==> src/rtl/serial_subtractor.sv <==
`default_nettype none
// ============================================================================
//  Module      : serial_subtractor
//  Description : Bit-serial N-bit subtractor. Computes
//                {bOut, Diff} = A - B - bIn one bit per clock, LSB first,
//                with a single full-subtractor cell and a borrow flip-flop.
//                A start/busy/done handshake lets several datapath FSMs
//                share one small subtract unit.
//  Revision    : 1.0 - initial release
// ----------------------------------------------------------------------------
//  Ports
//    clk   in   system clock, rising-edge
//    rst   in   synchronous reset, active-high
//    start in   request pulse, only looked at while idle
//    A     in   [N]  minuend, captured on accepted start
//    B     in   [N]  subtrahend, captured on accepted start
//    bIn   in   borrow-in, captured on accepted start
//    busy  out  high while an operation is in flight (SHIFT or DONE)
//    done  out  one-cycle pulse; Diff/bOut/ovf are valid from this cycle
//    Diff  out  [N]  A - B - bIn modulo 2^N
//    bOut  out  borrow-out, 1 iff A < B + bIn (unsigned)
//    ovf   out  two's-complement overflow flag
// ============================================================================
module serial_subtractor #(
    parameter  int N  = 4,
    localparam int CW = $clog2(N + 1)
) (
    input  logic         clk,
    input  logic         rst,
    input  logic         start,
    input  logic [N-1:0] A,
    input  logic [N-1:0] B,
    input  logic         bIn,
    output logic         busy,
    output logic         done,
    output logic [N-1:0] Diff,
    output logic         bOut,
    output logic         ovf
);

    localparam logic [1:0]    c_IDLE  = 2'd0;
    localparam logic [1:0]    c_SHIFT = 2'd1;
    localparam logic [1:0]    c_DONE  = 2'd2;
    localparam logic [CW-1:0] c_LAST  = CW'(N - 1);

    logic [1:0]    state_q, state_d;
    logic [N-1:0]  ra_q,    ra_d;
    logic [N-1:0]  rb_q,    rb_d;
    logic [N-1:0]  res_q,   res_d;
    logic [N-1:0]  diff_q,  diff_d;
    logic [CW-1:0] cnt_q,   cnt_d;
    logic          br_q,    br_d;
    logic          sa_q,    sa_d;
    logic          sb_q,    sb_d;
    logic          bout_q,  bout_d;
    logic          ovf_q,   ovf_d;

    logic w_dbit;
    logic w_borrow;
    logic w_last;

    // Full-subtractor cell on the current LSBs and the running borrow.
    assign w_dbit   = ra_q[0] ^ rb_q[0] ^ br_q;
    assign w_borrow = (~ra_q[0] & rb_q[0]) | (~(ra_q[0] ^ rb_q[0]) & br_q);
    // True on the N-th shift edge; the counter then reaches N.
    assign w_last   = (cnt_q == c_LAST);

    // ------------------------------------------------------------------
    // State register
    // ------------------------------------------------------------------
    always_ff @(posedge clk) begin
        if (rst) begin
            state_q <= c_IDLE;
        end else begin
            state_q <= state_d;
        end
    end

    // ------------------------------------------------------------------
    // Next-state logic
    // ------------------------------------------------------------------
    always_comb begin
        state_d = state_q;
        case (state_q)
            c_IDLE:  if (start) state_d = c_SHIFT;
            c_SHIFT: if (w_last) state_d = c_DONE;
            c_DONE:  state_d = c_IDLE;
            default: state_d = c_IDLE;
        endcase
    end

    // ------------------------------------------------------------------
    // Output decode
    // ------------------------------------------------------------------
    always_comb begin
        busy = (state_q != c_IDLE);
        done = (state_q == c_DONE);
    end

    // ------------------------------------------------------------------
    // Datapath registers
    // ------------------------------------------------------------------
    always_ff @(posedge clk) begin
        if (rst) begin
            ra_q   <= '0;
            rb_q   <= '0;
            res_q  <= '0;
            diff_q <= '0;
            cnt_q  <= '0;
            br_q   <= 1'b0;
            sa_q   <= 1'b0;
            sb_q   <= 1'b0;
            bout_q <= 1'b0;
            ovf_q  <= 1'b0;
        end else begin
            ra_q   <= ra_d;
            rb_q   <= rb_d;
            res_q  <= res_d;
            diff_q <= diff_d;
            cnt_q  <= cnt_d;
            br_q   <= br_d;
            sa_q   <= sa_d;
            sb_q   <= sb_d;
            bout_q <= bout_d;
            ovf_q  <= ovf_d;
        end
    end

    // ------------------------------------------------------------------
    // Datapath next-state
    // ------------------------------------------------------------------
    always_comb begin
        ra_d   = ra_q;
        rb_d   = rb_q;
        res_d  = res_q;
        diff_d = diff_q;
        cnt_d  = cnt_q;
        br_d   = br_q;
        sa_d   = sa_q;
        sb_d   = sb_q;
        bout_d = bout_q;
        ovf_d  = ovf_q;

        case (state_q)
            c_IDLE: begin
                if (start) begin
                    ra_d  = A;
                    rb_d  = B;
                    br_d  = bIn;
                    sa_d  = A[N-1];
                    sb_d  = B[N-1];
                    cnt_d = '0;
                end
            end
            c_SHIFT: begin
                ra_d  = ra_q >> 1;
                rb_d  = rb_q >> 1;
                br_d  = w_borrow;
                res_d = {w_dbit, res_q[N-1:1]};
                cnt_d = cnt_q + CW'(1);
                // The result is published on the last shift edge so that it
                // is already valid during the single DONE cycle. The final
                // difference bit w_dbit is also the result sign bit.
                if (w_last) begin
                    diff_d = {w_dbit, res_q[N-1:1]};
                    bout_d = w_borrow;
                    ovf_d  = (sa_q != sb_q) && (w_dbit != sa_q);
                end
            end
            default: ;
        endcase
    end

    assign Diff = diff_q;
    assign bOut = bout_q;
    assign ovf  = ovf_q;

endmodule
`default_nettype wire
==> config.mk <==
export PLATFORM = sky130hd
export DESIGN_NAME = serial_subtractor
export DESIGN_NICKNAME = d
export VERILOG_FILES = /design/src/rtl/serial_subtractor.sv
export SDC_FILE = /design/constraint.sdc
export NUM_CORES = 1
export LEC_CHECK = 0
export BUFFER_PORTS_ARGS = -buffer_cell sky130_fd_sc_hd__clkbuf_2
export CORE_MARGIN = 1.5
export CORE_UTILIZATION = 45
export DETAILED_ROUTE_END_ITERATION = 16
export HOLD_SLACK_MARGIN = 0.06
export PLACE_DENSITY_LB_ADDON = 0.1
export SETUP_SLACK_MARGIN = 0.05
export SLEW_MARGIN = 20
export SYNTH_ARGS = -nofsm -noshare
export SYNTH_HDL_FRONTEND = slang
export SYNTH_SLANG_ARGS = --single-unit
==> constraint.sdc <==
create_clock -name clk -period 1.8 [get_ports clk]
set_input_delay 0.18 -clock clk [delete_from_list [all_inputs] [get_ports clk]]
set_output_delay 0.18 -clock clk [all_outputs]
set_load 0.005 [all_outputs]
# Word level (Yosys, flattened, before mapping)
# Index checks and enable logic that the tools add are counted.
[totals]
regBits = 26
latch_bits = 0
ram_bits = 0
rom_bits = 0
input_bits = 12
output_inout_bits = 8
elab_cells = 45
memories = 0
[classes]
add_sub_neg = 1
mul = 0
div = 0
order_cmp = 0
n_eq_ne = 7
shift = 0
mux = 11
n_bitwise = 7
reduce_logical = 8
[ops]
columns = ["operator", "count"]
rows = [
  ["$pmux W4 S2", 2],
  ["$mux W4", 2],
  ["$reduce_and A2 Y1", 4],
  ["$pmux W3 S2", 1],
  ["$mux W2", 2],
  ["$ne A2 B2 Y1 const B", 2],
  ["$pmux W2 S2", 1],
  ["$reduce_bool A2 Y1", 2],
  ["$add A3 B1 Y3 const B", 1],
  ["$eq A3 B2 Y1 const B", 1],
  ["$mux W3", 1],
  ["$and A1 B1 Y1", 2],
  ["$eq A2 B1 Y1 const B", 1],
  ["$eq A2 B2 Y1 const B", 1],
  ["$logic_not A2 Y1", 1],
  ["$ne A1 B1 Y1", 2],
  ["$not A1 Y1", 2],
  ["$pmux W1 S2", 1],
  ["$xor A1 B1 Y1", 2],
  ["$logic_and A1 B1 Y1", 1],
  ["$mux W1", 1],
  ["$or A1 B1 Y1", 1],
]

# Depth between registers and ports, before layout
# Gate-level depths: netlist (run 1).
[logic_depth]
ltp_word = 5
mapped_depth = 6
depth_no_buf = 5

# Worst setup path after synthesis (run 1)
# Ideal clock, no wire load.
[synth_timing]
path_kind = "reg2reg"
startpoint = "reg cnt_q[0]"
endpoint = "reg diff_q[3] (netlist: Diff[3])"
setup_ns = 0.130
t_arrival_ns = 1.247
required_ns = 1.670
setup_slack_ns = 0.422
stages_incl_launch_ff = 7
n_path_buf = 1
synth_period_minus_slack_ns = 1.378
cell_sequence = "dfxtp_1 ha_1 ha_1 clkbuf_1 nand3b_1 mux2i_1 nor2_1"
[synth_via]
elab_chain_len = 2
[synth_lines]
columns = ["item", "line", "rtl"]
rows = [
  ["start: declaration", "51", "logic [CW-1:0] cnt_q, cnt_d;"],
  ["start signal: assignment", "120", "cnt_q <= cnt_d;"],
  ["$eq A3 B2 Y1", "66", "assign w_last = (cnt_q == c_LAST);"],
  ["$reduce_and A2 Y1 (no source line)", "--", ""],
  ["end signal: assignment", "119", "diff_q <= diff_d;"],
  ["end: declaration", "50", "logic [N-1:0] diff_q, diff_d;"],
]
# No other way between the ends.
# A chain may end at the register's enable or synchronous reset.

# Worst setup path in the final report (run 1)
[layout_timing]
startpoint = "reg cnt_q[0]"
endpoint = "reg ovf_q (netlist: ovf)"
[layout_via]
elab_chain_len = 2
[layout_lines]
columns = ["item", "line", "rtl"]
rows = [
  ["$eq A3 B2 Y1", "66", ""],
  ["$reduce_and A2 Y1 (no source line)", "--", ""],
  ["end signal: assignment", "125", "ovf_q <= ovf_d;"],
  ["end: declaration", "56", "logic ovf_q, ovf_d;"],
]
# No other way between the ends.

==> metrics, run 1 <==
routed length per instance about 12 um; CORE AREA ~2200 um^2; post-synthesis net count about 130; CP required 2.03 ns; total CTS buffers 3; number of flops mapped to enable cells by yosys 0; Worst-path clk slew 0.13 ns; power per cell area between 800 and 900 nW/um^2; NumNets Final 145; #FFs+latches synth 25; diode count 0; Finished Cell Area about 1200 um^2; startpoint type of the worst setup path register; Distinct cells, synth 25; first-pass GRT wire length roughly 3300 um; WS Path Type register to register; initial DRC count 8; Clock Sinks 25; Post-Route Skew around 0.010 ns; Syn-to-layout area delta 13.2%; Hold Crit Class primary input to register; initial core utilization 0.482; # fillers approximately 220; min cycle time layout 1.45 ns; Seq/Total Area, Yosys 0.465; fmax between 0.6 and 0.7 GHz; GRT Total Usage 0.169; most used flip-flop cell after synthesis dfxtp_1; Worst-Margin Slew 0.545 ns; Cell Rows 17; Clock Latency Late Sink about 0.32 ns; Longest Clk Path Bufs 2; buffer count from post-CTS setup fixing 0; Setup crit end kind register; Via density roughly 5; global route total overflow 0; CTS resizes 0; Worst EP arrival 1.68 ns; cell area after synthesis 1080 um^2; Post-Syn Instances 110; Final Hold Fails 0; io pins 20; fraction of layout cells with a size suffix above 1 0.271; Worst VDD drop a little under 0.5 mV; Synth Area per Inst just under 10 um^2; htree depth 1; vias in the first global route approximately 770; Routed WL around 1900 um; Die Y slightly above 50 um; Root Buffer clkbuf_4; CTS tree done; total negative slack 0 ns; Post-CTS Hold Buffers 0; post-route DRC violation count 0; GPL Wtd Cong between 0.8 and 0.9; Die W between 50 and 60 um; Setup-failing EPs final 0; period utilization 0.804; Pleak approximately 0.52 nW; largest net degree at the start of global routing 26; die area between 2000 and 3000 um^2; CP max FO 8; detailed placer's ending HPWL roughly 1400 um; Antenna Nets Post-Route 0; Max Cap Violations 0; max-slew violations 0; RSZ-0062 raised after global routing false; Rel. slew slack 0.637; IO Port Bufs 19; Synth async-reset ratio 0; Via Count about 810; initial antenna violation count 0; Synth warnings 0; Pre-Repair DR Iteration Count 3; run status finished, final reports clean; placed standard-cell area between 1000 and 1500 um^2
## through the flow
| step | power [mW] | instances | setup WS (ns) | util | hold WS [ns] |
|---|---|---|---|---|---|
| finish | 0.979 | 157 | 0.353 | 0.546 | 0.110 |
| global route | 1.04 | 157 | 0.188 | 0.546 | 0.126 |
| CTS | 0.992 | 157 | 0.335 | 0.546 | 0.105 |
| detailed placement | 0.751 | 153 | 0.354 | 0.534 | 0.447 |
| global placement | 0.746 | 153 | 0.417 | 0.534 | 0.438 |
| floorplan | 0.713 | 110 | 0.422 | - | 0.327 |
## final timing paths
path,startpoint,end,slack (ns),cells after the start
worst max-delay path,cnt_q[0]$_SDFFE_PP0P_,ovf$_SDFFE_PP0P_,0.35,5
worst min-delay path,B[3],sb_q$_SDFFE_PP0P_,0.11,3
worst max register to register,cnt_q[0]$_SDFFE_PP0P_,ovf$_SDFFE_PP0P_,0.35,5
worst min register to register,Diff[1]$_SDFFE_PP0P_,Diff[1]$_SDFFE_PP0P_,0.47,2
## cell usage in the layout, fill, tap and decap left out
| master | count |
|---|---|
| a21oi_1 | 7 |
| or3b_2 | 1 |
| clkbuf_2 | 19 |
| clkbuf_4 | 3 |
| buf_4 | 3 |
| a211oi_1 | 4 |
| nand3_1 | 3 |
| inv_1 | 5 |
| nor2_1 | 19 |
| a311oi_1 | 1 |
| fa_1 | 1 |
| dfxtp_1 | 25 |
| a211oi_2 | 4 |
| nor3b_2 | 1 |
| nor3_1 | 1 |
| mux2i_1 | 14 |
| or2_2 | 1 |
| clkinv_2 | 1 |
| nor2b_2 | 1 |
| o21ba_2 | 1 |
| nand2_1 | 4 |
| a22oi_1 | 4 |
| o21bai_1 | 1 |
| nor2b_1 | 1 |
| ha_1 | 2 |
| nand3b_1 | 2 |
## cell families after synthesis
group / after synthesis / share of synthesized area
and+or+nand+nor: 34 / 0.152
DFF: 25 / 0.465
AOI/OAI and AO/OA: 22 / 0.159
muxes: 14 / 0.130
buffers and inverters: 12 / 0.0523
adders and majority gates: 3 / 0.0418
## per-layer routing
| layer | GRT usage | up-vias | part of all wire |
|---|---|---|---|
| met5 | 0 | - | 0 |
| met2 | 0.276 | 15 | 0.44 |
| met4 | 0.0921 | 0 | 0.022 |
| li1 | - | 419 | - |
| met1 | 0.205 | 370 | 0.50 |
| met3 | 0.0345 | 4 | 0.037 |
## flip-flops by register name (all words and copies together), names as in the netlist
| signal | count |
|---|---|
| res_q | 3 |
| bOut | 1 |
| Diff | 4 |
| cnt_q | 3 |
| br_q | 1 |
| ovf | 1 |
| sb_q | 1 |
| state_q | 2 |
| ra_q | 4 |
| sa_q | 1 |
| rb_q | 4 |
## power breakdown
| group | leakage (nW) | switching (mW) | internal (mW) | total [mW] |
|---|---|---|---|---|
| Clock | 0.0177 | 0.158 | 0.0831 | 0.242 |
| Combinational | 0.299 | 0.0756 | 0.0657 | 0.141 |
| Sequential | 0.205 | 0.0163 | 0.580 | 0.597 |
## cell type report
cell class	count	area (um^2)	share of cell area
Timing Repair Buffer	22	118	0.0964
Multi-Input combinational cell	73	520	0.427
Inverter	5	18.8	0.0154
Clock buffer	3	22.5	0.0185
Sequential cell	25	500	0.410
Clock inverter	1	5.00	0.00410
Tap cell	28	35.0	0.0287
## cell usage after synthesis (all sizes together) (2+ instances only)
library cell / n / area (um^2)
a211oi: 8 / 80.1
a21oi: 7 / 35.0
nand2: 4 / 15.0
nor2: 19 / 71.3
buf: 4 / 26.3
a22oi: 4 / 30.0
dfxtp: 25 / 500
inv: 5 / 18.8
mux2i: 14 / 140
nand3: 3 / 15.0
clkbuf: 3 / 11.3
nor2b: 2 / 15.0
nand3b: 2 / 15.0
ha: 2 / 25.0
## worst max-delay path: stages, from the launching register on
cell      delay (ns)
dfxtp_1         0.35
ha_1            0.20
ha_1            0.26
nand3b_1        0.25
a21oi_1         0.07
a211oi_1        0.24
(Power assumes the default switching activity.)
==> run 2, diff against run 1 <==
clock period = 1.45 ns   (was 1.8 ns; I/O delays follow)
==> metrics, run 2 (synthesis results as in run 1) <==
io pins 20; run status finished, final reports clean; Post-CTS Hold Buffers 0; Worst EP arrival roughly 1.5 ns; CP required 1.63 ns; Worst-Margin Slew about 0.54 ns; WS Path Type register to register; Clock Latency Late Sink just over 0.3 ns; initial core utilization 0.482; Hold Crit Class primary input to register; Routed WL approximately 1900 um; largest net degree at the start of global routing 26; Worst-path clk slew 0.14 ns; max-slew violations 0; Antenna Nets Post-Route 0; Longest Clk Path Bufs 2; Finished Cell Area about 1300 um^2; global route total overflow 0; die area between 2000 and 3000 um^2; fraction of layout cells with a size suffix above 1 0.318; GPL Wtd Cong 0.731; CORE AREA between 2000 and 2500 um^2; period utilization 0.921; startpoint type of the worst setup path register; first-pass GRT wire length 3310 um; CP max FO 8; vias in the first global route 754; Via Count 810; detailed placer's ending HPWL between 1000 and 1500 um; power per cell area slightly below 1000 nW/um^2; Post-Route Skew roughly 0.015 ns; Pre-Repair DR Iteration Count 4; Die Y 51.9 um; Pleak 0.535 nW; Clock Sinks 25; GRT Total Usage 0.166; NumNets Final between 100 and 150; Setup-failing EPs final 0; fmax about 0.75 GHz; Via density ~5.1; Syn-to-layout area delta 16.7%; min cycle time layout roughly 1.3 ns; RSZ-0062 raised after global routing true; CTS tree done; htree depth 1; Final Hold Fails 0; Die W slightly above 50 um; initial DRC count 11; Max Cap Violations 0; total CTS buffers 3; Setup crit end kind register; most frequent cells in the layout dfxtp_1 (22), nor2_1 (19), clkbuf_2 (19), mux2i_1 (14), a21oi_1 (7); IO Port Bufs 19; total negative slack 0 ns; Cell Rows 17; routed length per instance roughly 12 um; commonest non-fill, non-tap cell in the layout dfxtp_1; Root Buffer clkbuf_4; Rel. slew slack 0.640; diode count 0; placed standard-cell area about 1200 um^2; Worst VDD drop around 0.5 mV; post-route DRC violation count 0; initial antenna violation count 0
==> run 2: stage by stage <==
step | std cells | setup WS (ns) | utilization | total power [mW] | hold slack (ns)
3_5_place_dp | 154 | 0.0554 | 0.537 | 0.929 | 0.413
5_1_grt | 160 | 0.0382 | 0.563 | 1.31 | 0.0817
2_1_floorplan | 110 | 0.0725 | - | 0.885 | 0.292
6_report | 160 | 0.114 | 0.563 | 1.22 | 0.0734
3_3_place_gp | 154 | 0.0969 | 0.537 | 0.925 | 0.406
4_1_cts | 159 | 0.0699 | 0.556 | 1.24 | 0.0602
==> run 2: power breakdown <==
| group | internal, mW | switching, mW |
|---|---|---|
| Combinational | 0.0862 | 0.0927 |
| Sequential | 0.720 | 0.0196 |
| Clock | 0.105 | 0.201 |
==> run 2: per-layer routing <==
metal  GRT usage  up-vias  routed length (um)
met5           0        -                   0
met4      0.0526        0                   8
met3      0.0345        2                  85
met2       0.253       15                 854
met1       0.234      369                 939
li1            -      424                   -
==> run 2: timing repair <==
action / 4_1_cts / 5_1_grt
resized for setup: 2 / 4
pin swaps: 0 / 4
setup buffers: 1 / 1
endpoints found under the setup margin: 2 / 3
==> run 2: worst paths after layout <==
kind,endpoint,startpoint,slack (ns),cells past startpoint
max,br_q$_SDFFE_PP0P_,state_q[0]$_SDFFE_PP0P_,0.11,4
min,sa_q$_SDFFE_PP0P_,A[3],0.07,3
max reg2reg,br_q$_SDFFE_PP0P_,state_q[0]$_SDFFE_PP0P_,0.11,4
min reg2reg,Diff[1]$_SDFFE_PP0P_,Diff[1]$_SDFFE_PP0P_,0.46,2
==> run 2: critical path, cell delays in order (launching register included) <==
cell and delay, ns:
dfxtp_4 0.37, buf_4 0.16, or3b_2 0.47, a21oi_1 0.15
a211oi_1 0.06
==> run 2: cell type report <==
type / instances / area (um^2)
Clock buffer: 3 / 22.5
Clock inverter: 1 / 7.51
Fill cell: 213 / 976
Inverter: 5 / 18.8
Multi-Input combinational cell: 73 / 523
Sequential cell: 25 / 507
Tap cell: 28 / 35.0
Timing Repair Buffer: 25 / 144
